--- src/rtl/proc_mem_pkg.sv ---
// Shared types and widths for the data-memory responder.
package proc_mem_pkg;

    localparam int unsigned WORD_W = 32;
    localparam int unsigned CNT_W  = 4;

    typedef enum logic [1:0] {
        IDLE = 2'd0,
        WAIT = 2'd1,
        RESP = 2'd2
    } state_t;

    typedef struct packed {
        logic              write;
        logic [WORD_W-1:0] addr;
        logic [WORD_W-1:0] wdata;
    } req_t;

endpackage

--- src/rtl/data_mem_responder_if.sv ---
// Request/response bus between the MEM stage and the data-memory responder.
// The err signal exists only when DMEM_ERR_EN is defined.
interface data_mem_responder_if;
    import proc_mem_pkg::*;

    logic              req_valid;
    logic              req_write;
    logic [WORD_W-1:0] req_addr;
    logic [WORD_W-1:0] req_wdata;
    logic              req_ready;
    logic              rsp_valid;
    logic [WORD_W-1:0] rsp_rdata;
`ifdef DMEM_ERR_EN
    logic              err;
`endif

    modport master (
        output req_valid, req_write, req_addr, req_wdata,
        input  req_ready, rsp_valid, rsp_rdata
`ifdef DMEM_ERR_EN
        , input err
`endif
    );

    modport slave (
        input  req_valid, req_write, req_addr, req_wdata,
        output req_ready, rsp_valid, rsp_rdata
`ifdef DMEM_ERR_EN
        , output err
`endif
    );

endinterface

--- src/rtl/dmem_array.sv ---
// DEPTH x 32 word storage: synchronous write, combinational read, async clear.
module dmem_array
    import proc_mem_pkg::*;
#(
    parameter int unsigned DEPTH = 32
) (
    input  logic                     clk,
    input  logic                     Reset,
    input  logic                     we,
    input  logic [$clog2(DEPTH)-1:0] addr,
    input  logic [WORD_W-1:0]        wdata,
    output logic [WORD_W-1:0]        rdata
);

    logic [WORD_W-1:0] mem [DEPTH];

    // Word write on the clock edge; whole array cleared on reset.
    always_ff @(posedge clk or posedge Reset) begin
        if (Reset) begin
            for (int i = 0; i < int'(DEPTH); i++) begin
                mem[i] <= '0;
            end
        end else if (we) begin
            mem[addr] <= wdata;
        end
    end

    assign rdata = mem[addr];

endmodule

--- src/rtl/data_mem_responder.sv ---
// Data-memory responder with programmable wait states and pipeline stall.
// Optional feature macro: DMEM_ERR_EN (out-of-range addresses flag err
// instead of wrapping modulo DEPTH).
module data_mem_responder
    import proc_mem_pkg::*;
#(
    parameter int unsigned DEPTH   = 32,
    parameter int unsigned LATENCY = 2
) (
    input  logic                 clk,
    input  logic                 Reset,
    data_mem_responder_if.slave  bus,
    output logic                 Stall
);

    localparam int unsigned      IDX_W = $clog2(DEPTH);
    localparam logic [CNT_W-1:0] LAT   = CNT_W'(LATENCY);

    state_t            state;
    logic [CNT_W-1:0]  cnt;
    req_t              lat_req;
    req_t              acc_req;
    logic [WORD_W-1:0] rdata_q;
    logic [WORD_W-1:0] arr_rdata;
    logic              accept;
    logic              access;
    logic              in_range;
    logic              we;

    // Access uses the live bus in IDLE (zero-latency case), else the latched request.
    always_comb begin
        acc_req = lat_req;
        if (state == IDLE) begin
            acc_req.write = bus.req_write;
            acc_req.addr  = bus.req_addr;
            acc_req.wdata = bus.req_wdata;
        end
    end

    assign accept = (state == IDLE) && bus.req_valid;
    assign access = (accept && (LATENCY == 0)) ||
                    ((state == WAIT) && (cnt == CNT_W'(1)));

`ifdef DMEM_ERR_EN
    logic err_q;
    assign in_range = acc_req.addr < WORD_W'(DEPTH);
    assign bus.err  = err_q && (state == RESP);
`else
    logic addr_hi_unused;
    assign in_range       = 1'b1;
    assign addr_hi_unused = ^acc_req.addr[WORD_W-1:IDX_W];
`endif

    assign we = access && acc_req.write && in_range;

    dmem_array #(.DEPTH(DEPTH)) u_array (
        .clk   (clk),
        .Reset (Reset),
        .we    (we),
        .addr  (acc_req.addr[IDX_W-1:0]),
        .wdata (acc_req.wdata),
        .rdata (arr_rdata)
    );

    // Request FSM, wait counter and response data capture.
    always_ff @(posedge clk or posedge Reset) begin
        if (Reset) begin
            state   <= IDLE;
            cnt     <= '0;
            lat_req <= '0;
            rdata_q <= '0;
`ifdef DMEM_ERR_EN
            err_q   <= 1'b0;
`endif
        end else begin
            case (state)
                IDLE: begin
                    if (bus.req_valid) begin
                        lat_req <= acc_req;
                        cnt     <= LAT;
                        state   <= (LATENCY == 0) ? RESP : WAIT;
                    end
                end
                WAIT: begin
                    cnt <= cnt - CNT_W'(1);
                    if (cnt == CNT_W'(1)) begin
                        state <= RESP;
                    end
                end
                RESP:    state <= IDLE;
                default: state <= IDLE;
            endcase
            if (access) begin
                rdata_q <= (acc_req.write || !in_range) ? '0 : arr_rdata;
`ifdef DMEM_ERR_EN
                err_q   <= !in_range;
`endif
            end
        end
    end

    // Handshake and stall decode; forced low while reset is held.
    assign bus.req_ready = (state == IDLE) && !Reset;
    assign bus.rsp_valid = (state == RESP);
    assign bus.rsp_rdata = rdata_q;
    assign Stall         = !Reset && (accept || (state == WAIT));

endmodule
--- src/flat_wrapper.sv ---
// flat-port wrapper written by rule: the top's interface ports become plain ports
module data_mem_responder_flat import proc_mem_pkg::*;
#(
    parameter int unsigned DEPTH   = 32,
    parameter int unsigned LATENCY = 2
)
  (clk, Reset, Stall, bus_req_valid, bus_req_write, bus_req_addr, bus_req_wdata, bus_req_ready, bus_rsp_valid, bus_rsp_rdata);
  data_mem_responder_if bus_i ();
  input  logic clk;
  input  logic Reset;
  output logic Stall;
  input wire logic [$bits(bus_i.req_valid)-1:0] bus_req_valid;
  input wire logic [$bits(bus_i.req_write)-1:0] bus_req_write;
  input wire logic [$bits(bus_i.req_addr)-1:0] bus_req_addr;
  input wire logic [$bits(bus_i.req_wdata)-1:0] bus_req_wdata;
  output wire logic [$bits(bus_i.req_ready)-1:0] bus_req_ready;
  output wire logic [$bits(bus_i.rsp_valid)-1:0] bus_rsp_valid;
  output wire logic [$bits(bus_i.rsp_rdata)-1:0] bus_rsp_rdata;
  assign bus_i.req_valid = bus_req_valid;
  assign bus_i.req_write = bus_req_write;
  assign bus_i.req_addr = bus_req_addr;
  assign bus_i.req_wdata = bus_req_wdata;
  assign bus_req_ready = bus_i.req_ready;
  assign bus_rsp_valid = bus_i.rsp_valid;
  assign bus_rsp_rdata = bus_i.rsp_rdata;
  data_mem_responder #(.DEPTH(DEPTH), .LATENCY(LATENCY)) u_core (.clk(clk), .Reset(Reset), .bus(bus_i), .Stall(Stall));
endmodule
--- config.mk ---
export PLATFORM = sky130hd
export DESIGN_NAME = data_mem_responder_flat
export DESIGN_NICKNAME = d
export VERILOG_FILES = /design/src/rtl/proc_mem_pkg.sv /design/src/rtl/data_mem_responder_if.sv /design/src/rtl/dmem_array.sv /design/src/rtl/data_mem_responder.sv /design/src/flat_wrapper.sv
export SDC_FILE = /design/constraint.sdc
export NUM_CORES = 2
export LEC_CHECK = 0
export BUFFER_PORTS_ARGS = -buffer_cell sky130_fd_sc_hd__buf_4
export CAP_MARGIN = 20
export CORE_ASPECT_RATIO = 1.1
export CORE_MARGIN = 2
export CORE_UTILIZATION = 35
export CTS_CLUSTER_DIAMETER = 40
export DETAILED_ROUTE_END_ITERATION = 12
export SLEW_MARGIN = 5
export SYNTH_ARGS = -nofsm -noshare
export SYNTH_HDL_FRONTEND = slang
export SYNTH_HIERARCHICAL = 1
export SYNTH_SLANG_ARGS = --single-unit
--- constraint.sdc ---
create_clock -name clk -period 46.6 [get_ports clk]
set_clock_uncertainty 0.15 [all_clocks]
set_input_delay 9.32 -clock clk [delete_from_list [all_inputs] [get_ports clk]]
set_output_delay 9.32 -clock clk [all_outputs]
set_load 0.02 [all_outputs]
-- Word level (Yosys, flattened, before mapping)
Cells that the tools add are included.
W data, S select, Z words.
- order comparisons: 2
- equality and inequality tests: 5
- bitwise gates (word level): 1
- reduce and logical (&&, ||, !) cells: 13
- add/subtract/negate cells: 1
- multiplexer cells: 13
- operators by type and width (cell ; count):
    $bwmux W1024 ; 1
    $bmux W32 S5 ; 1
    $demux W32 S5 ; 1
    $mux W32 ; 4
    $mux W65 ; 1
    $pmux W4 S2 ; 1
    $ge A6 B6 Y1 const B ; 1
    $logic_and A1 B1 Y1 ; 6
    $lt A6 B1 Y1 const B ; 1
    $not A5 Y6 ; 1
    $reduce_and A2 Y1 ; 3
    $eq A4 B1 Y1 const B ; 1
    $mux W2 ; 2
    $mux W4 ; 1
    $pmux W2 S2 ; 1
    $sub A4 B1 Y4 const B ; 1
    $eq A2 B1 Y1 const B ; 1
    $eq A2 B2 Y1 const B ; 1
    $logic_not A2 Y1 ; 1
    $ne A2 B1 Y1 const B ; 1
    $ne A2 B2 Y1 const B ; 1
    $reduce_bool A2 Y1 ; 1
    $logic_not A1 Y1 ; 1
    $logic_or A1 B1 Y1 ; 1
- bits in registers: 1127
- logic and storage cells: 73
- output and inout bits: 35

-- Depth between registers and ports, before layout
- depth after elaboration: 8
- gate-level depth with buffers: 14
- gate-level depth less buffers: 9

-- Hierarchy
Netlist, hierarchy kept.
- modules (own cells, without submodules) (module ; cells an instance ; instances ; seq. area each (um^2) ; area each (um^2)):
    dmem_array ; 3297 ; 1 ; 25624.6 ; 46424.5
    data_mem_responder ; 265 ; 1 ; 1901.8 ; 3648.5

-- Worst setup path after synthesis
OpenSTA, ideal clock, no wires.
- path type: input port to output port
- from: input port bus_req_valid
- to: output port Stall
- path buffers: 2
- slack: 26.799 ns
- arrival time: 10.331 ns
- stages on the path: 4
- data required time: 37.130 ns
- path through: or3b_1 buf_6 buf_6 a21oi_1
- cells in the longest elaborated chain, start to end: 3
- RTL lines (element ; line ; source):
    start, declared ; flat_wrapper.sv:12 ; input wire logic [$bits(bus_i.req_valid)-1:0] bus_req_valid;
    $logic_and A1 B1 Y1 ; data_mem_responder.sv:40 ; assign accept = (state == IDLE) && bus.req_valid;
    $logic_or A1 B1 Y1 ; data_mem_responder.sv:106 ; assign Stall = !Reset && (accept || (state == WAIT));
    $logic_and A1 B1 Y1 ; data_mem_responder.sv:106 ;
    end, declared ; flat_wrapper.sv:11 ; output logic Stall;
No other way between the ends.

-- Worst setup path in the final report
Same ends and word-level chain as after synthesis.

==> qor.txt <==
Mapped Nets = 3,632
Compound-cell area share of the yosys netlist = 3.81%
Pre-CTS setup slack = 26.34 ns
Via Count = 30,300
Unrepaired setup endpoints after global routing = no
Min-delay worst type = reg2reg
Area share of xor/xnor cells in the synthesized design = 0%
Avg WL per Cell = 25.6 µm
CP bufs+invs = 3
Most frequent cells in the layout = dfrtp_1, mux2_2, mux2i_1
Mux share of post-synthesis cell area = 35.2%
Relative slew slack = 24.5%
Count of different cell masters after synthesis = 42
Mapped cell area = 50,100 µm²
Final hold vios = 0
Post-route DRC = 0
Leakage = 28.3 nW
Area delta synth->final = 15.3%
Clk_lat worst skew = 0.76 ns
Most common cell after layout, fill and taps aside = dfrtp_1
Final HPWL DP = 77.2 mm
Largest net degree at the start of global routing = 129
Crit path launch type = input pin
CTS Sinks = 1,100
Post-Synth Adder-Cell Area = 0.0500%
Total wire length = 142 mm
P per Cell Area = 60.0 nW/µm²
Simple logic cell fraction of the synthesized area = 2.53%
Seq cells post-synth = 1,100
Status = finished clean
GRT Residual Overflow = 0
Yosys warns = 6
Root buffer cell = clkbuf_16
Mapped Cells = 3,562
Post-synth top area share = 55.0%
Io pins = 103
Total Neg Setup Slack = 0 ns
Required @ worst endpoint = 37.13 ns
Die Area = 146,000 µm²
Gpl congestion = 0.752
Longest Clk Path Bufs = 3
Max-slew violations = 0
First-pass GRT wire length = 211 mm
Cell Chain, Critical Path = buf_4 > or3b_4 > buf_4 > a21oi_1 > buf_4
Max Cap Violations = 0
DRT iter0 DRCs = 1,886
Die Wd = 365 µm
Total iterations of the first detailed-routing run = 5
Clk slew on worst S/H paths = 0.06 ns
Via/cell ratio = 5.45
FMAX = 0.0494 GHz
Hold WS = 0.334 ns
Core Area = 142,000 µm²
Initial antenna violation count = 2
CP max FO = 44
Measured slew at the worst slew-check pin = 1.13 ns
Htree depth = 4
CP max-delay cell = buf_4
Design Area, Final = 57,700 µm²
Most common cell on crit path = buf_4
Crit-path leading delay family = buffers and inverters
Detail Route Antenna Nets = 0
Final period utilization = 43.4%
Starting Density = 35.2%
Largest family of logic cells by synthesized area = multiplexers
Site Rows = 145
CTS tree = done
CTS Hold Bufs = 0
Placement Cell Area = 52,200 µm²
Gr usage total = 19.5%
CP endpoint kind = output port
Area contributors post-synth = dfrtp_1, mux2_2, mux2i_1
Critical path arrival = 10.77 ns
Sequential share of the synthesized area = 55.0%
Post-CTS Setup Repair Bufs = 0
PostCTS Resize Cnt = 0
VDD IR-drop max = 0.0647 mV
Syn_area_per_cell = 14.1 µm²
Cell taking the most area after synthesis = dfrtp_1
Post-route setup slack = 26.36 ns
Die Ht = 401 µm
TritonCTS Buffers = 153
Share of cells above drive strength 1 = 41.4%
WS Path Type = in2out
Period minus WS final = 20.24 ns
Nets = 3,595
Port Buf Inserts = 75
Final setup viols = 0
Number of global-route vias before repair = 31,400
Crit-path max cell delay = 0.75 ns
==> sequential cells by signal, summed over array words and instances, names as in the netlist <==
| signal | count |
|---|---|
| u_core/lat_req | 38 |
| u_core/u_array/mem | 1024 |
| u_core/state | 2 |
| u_core/bus.rsp_rdata | 32 |
| u_core/cnt | 4 |
==> cell usage after synthesis, drive strengths merged <==
cell and number:
or2 2, a21oi 1, a22oi 1, nor3b 4
o2bb2ai 32, o21ai 3, nand4b 4, nor2b 2
ha 2, nand4bb 6, and2b 1, inv 5
clkbuf 138, or4b 4, or4 1, nand4 1
or2b 1, mux2i 513, nor2 17, nand3 40
nand2 49, dfrtp 1100, or3b 2, nor3 6
and3 1, nand3b 3, nor4 65, buf 202
o22ai 256, mux2 1100
==> metal layers <==
metal	track usage, %	wire (µm)
met5	0	0
met4	6.59	3850
met3	2.67	6330
met2	30.4	65500
met1	27.7	66500
==> stage by stage <==
| step | utilization (%) | std cells | power, mW |
|---|---|---|---|
| after CTS | 40.6 | 5559 | 3.49 |
| final | 40.6 | 5561 | 3.47 |
| after global placement | 36.8 | 5280 | 2.23 |
| after detailed placement | 36.8 | 5280 | 2.24 |
| after floorplan | - | 3562 | 1.96 |
| after global routing | 40.6 | 5561 | 3.61 |
==> final timing paths <==
path	end	slack [ns]	cells after the start	startpoint
max	Stall	26.36	5	bus_req_valid
min	u_core/u_array/mem[588]$_DFFE_PP0P_	0.33	1	u_core/u_array/mem[588]$_DFFE_PP0P_
max reg2reg	u_core/bus.rsp_rdata[20]$_DFFE_PP0P_	41.04	11	u_core/state[1]$_DFFE_PP0P_
min reg2reg	u_core/u_array/mem[588]$_DFFE_PP0P_	0.33	1	u_core/u_array/mem[588]$_DFFE_PP0P_
max in group asynchronous	u_core/u_array/mem[502]$_DFFE_PP0P_	34.42	5	Reset
min in group asynchronous	u_core/lat_req[8]$_DFFE_PP0P_	8.57	2	Reset
==> kinds of logic (layout without fill, tap and decap cells) <==
family          Yosys count  in the layout
compound gates          293            293
flops                  1100           1100
buf+inv                 345            432
simple gates            209            209
fa+ha+maj                 2              2
mux                    1613           1613
other cells               0              1
==> area by class of cell <==
cell class / count / area (µm²)
Antenna cell: 1 / 2.50
Clock buffer: 194 / 4360
Clock inverter: 85 / 1110
Fill cell: 13200 / 84300
Inverter: 5 / 28.8
Multi-Input combinational cell: 2117 / 21100
Sequential cell: 1100 / 27500
Tap cell: 1911 / 2390
Timing Repair Buffer: 148 / 1160
==> where the power goes <==
part	switching (mW)	internal [mW]	leakage, nW
combinational	0.618	0.381	10.4
sequential	0.0911	1.14	15.2
clock	0.454	0.779	2.67
total	1.16	2.30	28.3
No activity file was read; power rests on OpenSTA's default activity.
